**src/rtl/dmem_port_arbiter_if.sv**
```systemverilog
// Requester-side bus for one data-memory port: request payload plus grant and response.
interface dmem_port_arbiter_if #(
    parameter int ADDR_W = 32,
    parameter int DATA_W = 32
);
    logic              req;
    logic              wr;
    logic [1:0]        size;
    logic [ADDR_W-1:0] addr;
    logic [DATA_W-1:0] wdata;
    logic              gnt;
    logic              rvalid;
    logic [DATA_W-1:0] rdata;
    logic              err;

    modport master (
        output req, wr, size, addr, wdata,
        input  gnt, rvalid, rdata, err
    );

    modport slave (
        input  req, wr, size, addr, wdata,
        output gnt, rvalid, rdata, err
    );
endinterface

```
**src/rtl/dmem_port_arbiter.sv**
```systemverilog
// Two-port data-memory arbiter: port 0 fixed priority, alignment/size checking, registered responses.
// DMEM_ARB_STARVE_GUARD_EN builds the port-1 starvation counter and forced grant.
module dmem_port_arbiter #(
    parameter int ADDR_W     = 32,
    parameter int DATA_W     = 32,
    parameter int STARVE_MAX = 4
) (
    input  logic                clk,
    input  logic                rst,
    dmem_port_arbiter_if.slave  m0,
    dmem_port_arbiter_if.slave  m1,
    output logic [ADDR_W-1:0]   mem_addr,
    output logic [1:0]          mem_size,
    output logic [DATA_W-1:0]   mem_din,
    output logic                mem_wen,
    input  logic [DATA_W-1:0]   mem_dout
);

    if (STARVE_MAX < 1 || STARVE_MAX > 15) begin : g_bad_starve_max
        $error("dmem_port_arbiter: STARVE_MAX must be within 1..15");
    end

    // Legal iff size is byte, or halfword/word naturally aligned.
    function automatic logic access_legal(input logic [1:0] size, input logic [1:0] addr_lo);
        logic ok;
        case (size)
            2'b00:   ok = 1'b1;
            2'b01:   ok = (addr_lo[0] == 1'b0);
            2'b10:   ok = (addr_lo == 2'b00);
            default: ok = 1'b0;
        endcase
        return ok;
    endfunction

    logic              starve_s;
    logic              sel0_s;
    logic              sel1_s;
    logic              sel_any_s;
    logic              sel_wr_s;
    logic [1:0]        sel_size_s;
    logic [ADDR_W-1:0] sel_addr_s;
    logic [DATA_W-1:0] sel_wdata_s;
    logic              legal_s;
    logic              load0_s;
    logic              load1_s;

    logic              m0_rvalid_r;
    logic              m0_err_r;
    logic [DATA_W-1:0] m0_rdata_r;
    logic              m1_rvalid_r;
    logic              m1_err_r;
    logic [DATA_W-1:0] m1_rdata_r;

`ifdef DMEM_ARB_STARVE_GUARD_EN
    localparam logic [3:0] STARVE_LIM = 4'(STARVE_MAX);
    logic [3:0] sc_r;

    assign starve_s = (sc_r == STARVE_LIM);

    // Count consecutive denied port-1 request cycles, saturating at the limit.
    always_ff @(posedge clk or negedge rst) begin
        if (!rst) begin
            sc_r <= 4'd0;
        end else if (m1.req && !sel1_s) begin
            if (sc_r != STARVE_LIM) begin
                sc_r <= sc_r + 4'd1;
            end else begin
                sc_r <= sc_r;
            end
        end else begin
            sc_r <= 4'd0;
        end
    end
`else
    assign starve_s = 1'b0;
`endif

    // Port selection; reset holds every grant low.
    always_comb begin
        sel0_s = 1'b0;
        sel1_s = 1'b0;
        if (!rst) begin
            sel0_s = 1'b0;
            sel1_s = 1'b0;
        end else if (starve_s && m1.req) begin
            sel1_s = 1'b1;
        end else if (m0.req) begin
            sel0_s = 1'b1;
        end else if (m1.req) begin
            sel1_s = 1'b1;
        end else begin
            sel0_s = 1'b0;
            sel1_s = 1'b0;
        end
    end

    // Payload mux for the selected port; idle drives zeros.
    always_comb begin
        sel_wr_s    = 1'b0;
        sel_size_s  = 2'b00;
        sel_addr_s  = '0;
        sel_wdata_s = '0;
        if (sel0_s) begin
            sel_wr_s    = m0.wr;
            sel_size_s  = m0.size;
            sel_addr_s  = m0.addr;
            sel_wdata_s = m0.wdata;
        end else if (sel1_s) begin
            sel_wr_s    = m1.wr;
            sel_size_s  = m1.size;
            sel_addr_s  = m1.addr;
            sel_wdata_s = m1.wdata;
        end else begin
            sel_wr_s    = 1'b0;
            sel_size_s  = 2'b00;
            sel_addr_s  = '0;
            sel_wdata_s = '0;
        end
    end

    assign sel_any_s = sel0_s | sel1_s;
    assign legal_s   = access_legal(sel_size_s, sel_addr_s[1:0]);
    assign load0_s   = sel0_s & legal_s & ~sel_wr_s;
    assign load1_s   = sel1_s & legal_s & ~sel_wr_s;

    assign mem_addr = sel_addr_s;
    assign mem_size = sel_size_s;
    assign mem_din  = sel_wdata_s;

    // Write strobe only for a legal granted store.
    always_comb begin
        mem_wen = 1'b1;
        if (sel_any_s && legal_s && sel_wr_s) begin
            mem_wen = 1'b0;
        end else begin
            mem_wen = 1'b1;
        end
    end

    // Response registers: load data capture and one-cycle rvalid/err pulses.
    always_ff @(posedge clk or negedge rst) begin
        if (!rst) begin
            m0_rvalid_r <= 1'b0;
            m0_err_r    <= 1'b0;
            m0_rdata_r  <= '0;
            m1_rvalid_r <= 1'b0;
            m1_err_r    <= 1'b0;
            m1_rdata_r  <= '0;
        end else begin
            m0_rvalid_r <= load0_s;
            m0_err_r    <= sel0_s & ~legal_s;
            m1_rvalid_r <= load1_s;
            m1_err_r    <= sel1_s & ~legal_s;
            if (load0_s) begin
                m0_rdata_r <= mem_dout;
            end else begin
                m0_rdata_r <= m0_rdata_r;
            end
            if (load1_s) begin
                m1_rdata_r <= mem_dout;
            end else begin
                m1_rdata_r <= m1_rdata_r;
            end
        end
    end

    assign m0.gnt    = sel0_s;
    assign m0.rvalid = m0_rvalid_r;
    assign m0.err    = m0_err_r;
    assign m0.rdata  = m0_rdata_r;
    assign m1.gnt    = sel1_s;
    assign m1.rvalid = m1_rvalid_r;
    assign m1.err    = m1_err_r;
    assign m1.rdata  = m1_rdata_r;

endmodule

```
**src/flat_wrapper.sv**
```systemverilog
// flat-port wrapper written by rule: the top's interface ports become plain ports
module dmem_port_arbiter_flat 
#(
    parameter int ADDR_W     = 32,
    parameter int DATA_W     = 32,
    parameter int STARVE_MAX = 4
)
  (clk, rst, mem_addr, mem_size, mem_din, mem_wen, mem_dout, m0_req, m0_wr, m0_size, m0_addr, m0_wdata, m0_gnt, m0_rvalid, m0_rdata, m0_err, m1_req, m1_wr, m1_size, m1_addr, m1_wdata, m1_gnt, m1_rvalid, m1_rdata, m1_err);
  dmem_port_arbiter_if #(.ADDR_W(ADDR_W), .DATA_W(DATA_W)) m0_i ();
  dmem_port_arbiter_if #(.ADDR_W(ADDR_W), .DATA_W(DATA_W)) m1_i ();
  input  logic clk;
  input  logic rst;
  output logic [ADDR_W-1:0] mem_addr;
  output logic [1:0] mem_size;
  output logic [DATA_W-1:0] mem_din;
  output logic mem_wen;
  input  logic [DATA_W-1:0] mem_dout;
  input wire logic [$bits(m0_i.req)-1:0] m0_req;
  input wire logic [$bits(m0_i.wr)-1:0] m0_wr;
  input wire logic [$bits(m0_i.size)-1:0] m0_size;
  input wire logic [$bits(m0_i.addr)-1:0] m0_addr;
  input wire logic [$bits(m0_i.wdata)-1:0] m0_wdata;
  output wire logic [$bits(m0_i.gnt)-1:0] m0_gnt;
  output wire logic [$bits(m0_i.rvalid)-1:0] m0_rvalid;
  output wire logic [$bits(m0_i.rdata)-1:0] m0_rdata;
  output wire logic [$bits(m0_i.err)-1:0] m0_err;
  input wire logic [$bits(m1_i.req)-1:0] m1_req;
  input wire logic [$bits(m1_i.wr)-1:0] m1_wr;
  input wire logic [$bits(m1_i.size)-1:0] m1_size;
  input wire logic [$bits(m1_i.addr)-1:0] m1_addr;
  input wire logic [$bits(m1_i.wdata)-1:0] m1_wdata;
  output wire logic [$bits(m1_i.gnt)-1:0] m1_gnt;
  output wire logic [$bits(m1_i.rvalid)-1:0] m1_rvalid;
  output wire logic [$bits(m1_i.rdata)-1:0] m1_rdata;
  output wire logic [$bits(m1_i.err)-1:0] m1_err;
  assign m0_i.req = m0_req;
  assign m0_i.wr = m0_wr;
  assign m0_i.size = m0_size;
  assign m0_i.addr = m0_addr;
  assign m0_i.wdata = m0_wdata;
  assign m0_gnt = m0_i.gnt;
  assign m0_rvalid = m0_i.rvalid;
  assign m0_rdata = m0_i.rdata;
  assign m0_err = m0_i.err;
  assign m1_i.req = m1_req;
  assign m1_i.wr = m1_wr;
  assign m1_i.size = m1_size;
  assign m1_i.addr = m1_addr;
  assign m1_i.wdata = m1_wdata;
  assign m1_gnt = m1_i.gnt;
  assign m1_rvalid = m1_i.rvalid;
  assign m1_rdata = m1_i.rdata;
  assign m1_err = m1_i.err;
  dmem_port_arbiter #(.ADDR_W(ADDR_W), .DATA_W(DATA_W), .STARVE_MAX(STARVE_MAX)) u_core (.clk(clk), .rst(rst), .m0(m0_i), .m1(m1_i), .mem_addr(mem_addr), .mem_size(mem_size), .mem_din(mem_din), .mem_wen(mem_wen), .mem_dout(mem_dout));
endmodule
```
**config.mk**
```make
export PLATFORM = sky130hd
export DESIGN_NAME = dmem_port_arbiter_flat
export DESIGN_NICKNAME = d
export VERILOG_FILES = /design/src/rtl/dmem_port_arbiter_if.sv /design/src/rtl/dmem_port_arbiter.sv /design/src/flat_wrapper.sv
export SDC_FILE = /design/constraint.sdc
export NUM_CORES = 1
export LEC_CHECK = 0
export CAP_MARGIN = 15
export CORE_AREA = 2 2 118 120
export CTS_CLUSTER_DIAMETER = 80
export DETAILED_ROUTE_END_ITERATION = 10
export DIE_AREA = 0 0 120 122
export PLACE_DENSITY = 0.77
export SYNTH_ARGS = -nofsm -noshare
export SYNTH_HDL_FRONTEND = slang
export SYNTH_SLANG_ARGS = --single-unit
```
**constraint.sdc**
```tcl
create_clock -name clk -period 1.8 [get_ports clk]
set_input_delay 0.36 -clock clk [delete_from_list [all_inputs] [get_ports clk]]
set_output_delay 0.36 -clock clk [all_outputs]
set_load 0.1 [all_outputs]
```
# Yosys cells after proc, flatten, opt, wreduce, memory -nomap -nowiden
# Cells that the tools add are included.
# classes
eq_ne,2
mux,15
n_bitwise,10
n_reduce_logical,4
# ops
operator,n
$mux W32,4
$mux W1,8
$and A1 B1 Y1,6
$logic_not A2 Y1,2
$mux W2,2
$not A1 Y1,3
$pmux W1 S3,1
$eq A2 B1 Y1 const B,1
$eq A2 B2 Y1 const B,1
$logic_and A1 B1 Y1,2
$or A1 B1 Y1,1
# totals
regBits,68
input_bits,170
output_inout_bits,137
word_cells,37

# Depth between registers and ports, before layout
# depth
ltp_word,10
ltp_mapped,9
depth_no_buf,6

# Worst setup path before layout
# OpenSTA, ideal clock, no wires.
# synth_path
kind,input-to-output
startpoint,input rst
endpoint,output mem_wen
t_arrival_ns,2.922
t_required_ns,1.440
path_slack_ns,-1.482
cell_stages,8
path_buffers,2
path_cell_list,buf_2 -> nand2_1 -> inv_2 -> buf_2 -> a32o_1 -> a21oi_4 -> or2_2 -> nand3_1
# synth_between
elab_chain_len,8
word_cells_on_any_way,18
classes_between,eq/ne (2); mux (10); bitwise (2); reduce/logical (4)
# synth_rtl
item,line,source
from (decl),flat_wrapper.sv:12,input logic rst;
$mux W1,dmem_port_arbiter.sv:82,if (!rst) begin
$mux W2,dmem_port_arbiter.sv:108,end else if (sel1_s) begin
$mux W2 *,dmem_port_arbiter.sv:103,if (sel0_s) begin
via mem_size[1],flat_wrapper.sv:14,output logic [1:0] mem_size;
$eq A2 B2 Y1 (tied with other cells),dmem_port_arbiter.sv:26,case (size)
$pmux W1 S3 *,dmem_port_arbiter.sv:26,
$logic_and A1 B1 Y1 * (2 in a row),dmem_port_arbiter.sv:133,if (sel_any_s && legal_s && sel_wr_s) begin
$mux W1 *,dmem_port_arbiter.sv:133,
to (decl),flat_wrapper.sv:16,output logic mem_wen;
# Mark *: on every way through the listed nets, which the timed path passes. The rest lies on a longest branch.

# Worst setup path after layout
# layout_path
startpoint,input m1_size[0]
endpoint,output mem_wen
# layout_between
elab_chain_len,7
word_cells_on_any_way,9
classes_between,eq/ne (2); mux (4); reduce/logical (3)
# layout_rtl
item,line,source
from (decl),flat_wrapper.sv:29,input wire logic [$bits(m1_i.size)-1:0] m1_size;
$mux W2 *,dmem_port_arbiter.sv:108,
$mux W2 *,dmem_port_arbiter.sv:103,
$eq A2 B2 Y1 (tied with other cells),dmem_port_arbiter.sv:26,
$pmux W1 S3 *,dmem_port_arbiter.sv:26,
$logic_and A1 B1 Y1 * (2 in a row),dmem_port_arbiter.sv:133,
$mux W1 *,dmem_port_arbiter.sv:133,
# Every way passes the cells marked *; elsewhere a longest branch is shown, timed or not.

==> impl_metrics.json <==
{
  "outcome": "finished, violations left",
  "violations": "negative setup slack",
  "cts_tree": "yes",
  "synth_top_flop_cell": "dfrtp_1",
  "path_clk_slew_ns": 0.06,
  "async_reset_ff_frac": 1.00,
  "p_comb_frac": 0.594,
  "htreeDepth": 3,
  "clockPowerShare": 0.183,
  "core_region_area_um2": 13500,
  "routed_wl_um": 16600,
  "tightestPinTransition_ns": 0.410,
  "n_antenna_cell": 0,
  "grt.overflow.total": 0,
  "period_share": 1.08,
  "die_area_um2": 14600,
  "vias": 3946,
  "synth_nets": 453,
  "synth_warnings": 0,
  "place_hpwl_um": 12800,
  "synth-edff-count": 0,
  "worst_hold_slack_ns": 0.0400,
  "period_needed_ns": 1.94,
  "grt_max_degree": 90,
  "ant_nets": 0,
  "clk_latency_ns": 0.32,
  "grt_pass1_wl_um": 25100,
  "ys_seq_area_frac": 0.524,
  "setup_violations": 2,
  "critPathRequiredTime_ns": 1.44,
  "gp_congestion": 0.825,
  "p_per_area_nw_per_um2": 1050,
  "arrival_ns": 1.58,
  "die_h_um": 122,
  "cp_max_fo": 3,
  "totalPowerFinal_mw": 9.72,
  "placementRows": 43,
  "max_cap_violations": 0,
  "dp.cells": 773,
  "antenna_found_initial": 0,
  "drive_above_1_share": 0.456,
  "end_kind": "output port",
  "clock_skew_ns": 0,
  "layout_commonest_cell": "clkdlybuf4s50_1",
  "port-buffer-count": 306,
  "drv_slew": 0,
  "synth_cell_type_count": 21,
  "vias_per_cell": 4.93,
  "fin_util": 0.684,
  "num_io_pins": 307,
  "start_util": 0.240,
  "die_x_um": 120,
  "crit_path_cell_trace": "dlygate4sd2_1 -> a32o_4 -> nor3_4 -> or2_4 -> nand3_4 -> buf_12",
  "first_pass_iters": 4,
  "netlist_instances": 283,
  "cpMaxStageDelayCell": "a32o_4",
  "final_cell_mix": "158 x clkdlybuf4s50_1, 148 x buf_12, 68 x dfrtp_1",
  "grt_setup_unrepaired": "true",
  "clk_path_buf_depth": 2,
  "syn_to_final_growth_pct": 185,
  "drcViolationCount": 0,
  "finalNetCount": 785,
  "drt_first_iter_violations": 112,
  "cp-start-kind": "input port",
  "cpPeakStageDelay_ns": 0.33,
  "peakVddDrop_mv": 0.968,
  "max_freq_mhz": 515,
  "cts_buffers": 9,
  "power_frac_seq": 0.223,
  "synth_seq_cells": 68,
  "grt_pass1_vias": 4340,
  "switching_power_mw": 4.59,
  "min_path_type": "in -> async",
  "finalHoldViolCount": 0,
  "fin_ws_ns": -0.143,
  "synth_area_um2": 3240,
  "synth_area_per_cell_um2": 11.5,
  "routedWlPerCell_um": 20.8,
  "grt_usage": 0.220,
  "cts.sinks": 68,
  "p_leak_nw": 4.00,
  "fin_cells": 800,
  "swShare": 0.472,
  "relSlewSlack": 0.727,
  "critical_path_class": "in -> out",
  "cts-root-buf": "clkbuf_16",
  "p_int_mw": 5.14
}
[cells by family after synthesis]
kind of cell,share of synthesized area
compound gates,0.371
buf+inv,0.0447
simple gates,0.0594
flops,0.524
[synthesized netlist by cell type (all sizes together), types with 2 or more instances]
cell | n | area [um^2]
o211ai | 2 | 25.0
o2bb2ai | 64 | 561
dfrtp | 68 | 1700
nor2b | 3 | 18.8
a32o | 4 | 41.3
nand2 | 36 | 135
a22o | 62 | 543
inv | 5 | 18.8
nor2 | 3 | 11.3
buf | 22 | 100
clkbuf | 7 | 26.3
o21ai | 3 | 18.8
[flip-flops by register name, summed over array words and instances (netlist names)]
name and cells:
u_core.m0.rvalid 1, u_core.m0.err 1, u_core.m1.rvalid 1, u_core.m1.rdata 32
u_core.m1.err 1, u_core.m0.rdata 32
[stage by stage]
stage / TNS (ns) / worst slack, ns / cell area [um^2]
2_1_floorplan: -11.95 / -0.337 / 3940
3_3_place_gp: -64.40 / -0.537 / 8760
3_5_place_dp: -71.39 / -0.584 / 8760
4_1_cts: -0.121 / -0.121 / 9230
5_1_grt: -0.912 / -0.178 / 9240
6_report: -0.143 / -0.143 / 9240
[routing by layer]
metal	vias to the layer above	routed length, um	GRT usage
met4	0	350	0.0654
met5	-	0	0
li1	1780	-	-
met3	33	1140	0.0627
met2	164	8810	0.392
met1	1969	6310	0.257
[worst paths after layout]
path | start | to | slack (ns) | cells after the start
max | m1_size[0] | mem_wen | -0.14 | 6
min | rst | u_core.m1.rdata[19] | 0.04 | 2
max reg2reg | u_core.m1.rdata[18] | u_core.m1.rdata[18] | 1.07 | 1
min reg2reg | u_core.m1.rdata[2] | u_core.m1.rdata[2] | 0.55 | 1
max in group asynchronous | rst | u_core.m0.rdata[1] | 1.12 | 3
min in group clk | m0_req | u_core.m0.err | 0.38 | 4
[power groups by stage]
stage          registers (mW)  clock network (mW)  logic, mW
4_1_cts                  2.17                1.82       5.80
3_5_place_dp             2.18                   0       5.76
2_1_floorplan            4.11                   0       1.30
6_report                 2.17                1.78       5.77
5_1_grt                  2.19                1.88       5.91
3_3_place_gp             2.16                   0       5.69
[area by class of cell]
class,count,area [um^2]
Clock buffer,9,225
Sequential cell,68,1700
Inverter,5,28.8
Tap cell,180,225
Fill cell,913,4270
Multi-Input combinational cell,181,2040
Timing Repair Buffer,350,4950
Clock inverter,7,75.1
[repair_timing]
item,4_1_cts,5_1_grt
endpoints found under the hold margin,1,0
hold buffers,1,0
setup endpoints to repair,135,1
resized for setup,38,0
pin swaps,7,5
gates cloned,2,0
buffers inserted,7,1
[worst max-delay path: cells and delay by family]
kind / cells / cell delay, ns
compound gates: 1 / 0.33
simple gates: 3 / 0.48
buf+inv: 2 / 0.41
No activity file was read; power rests on OpenSTA's default activity.
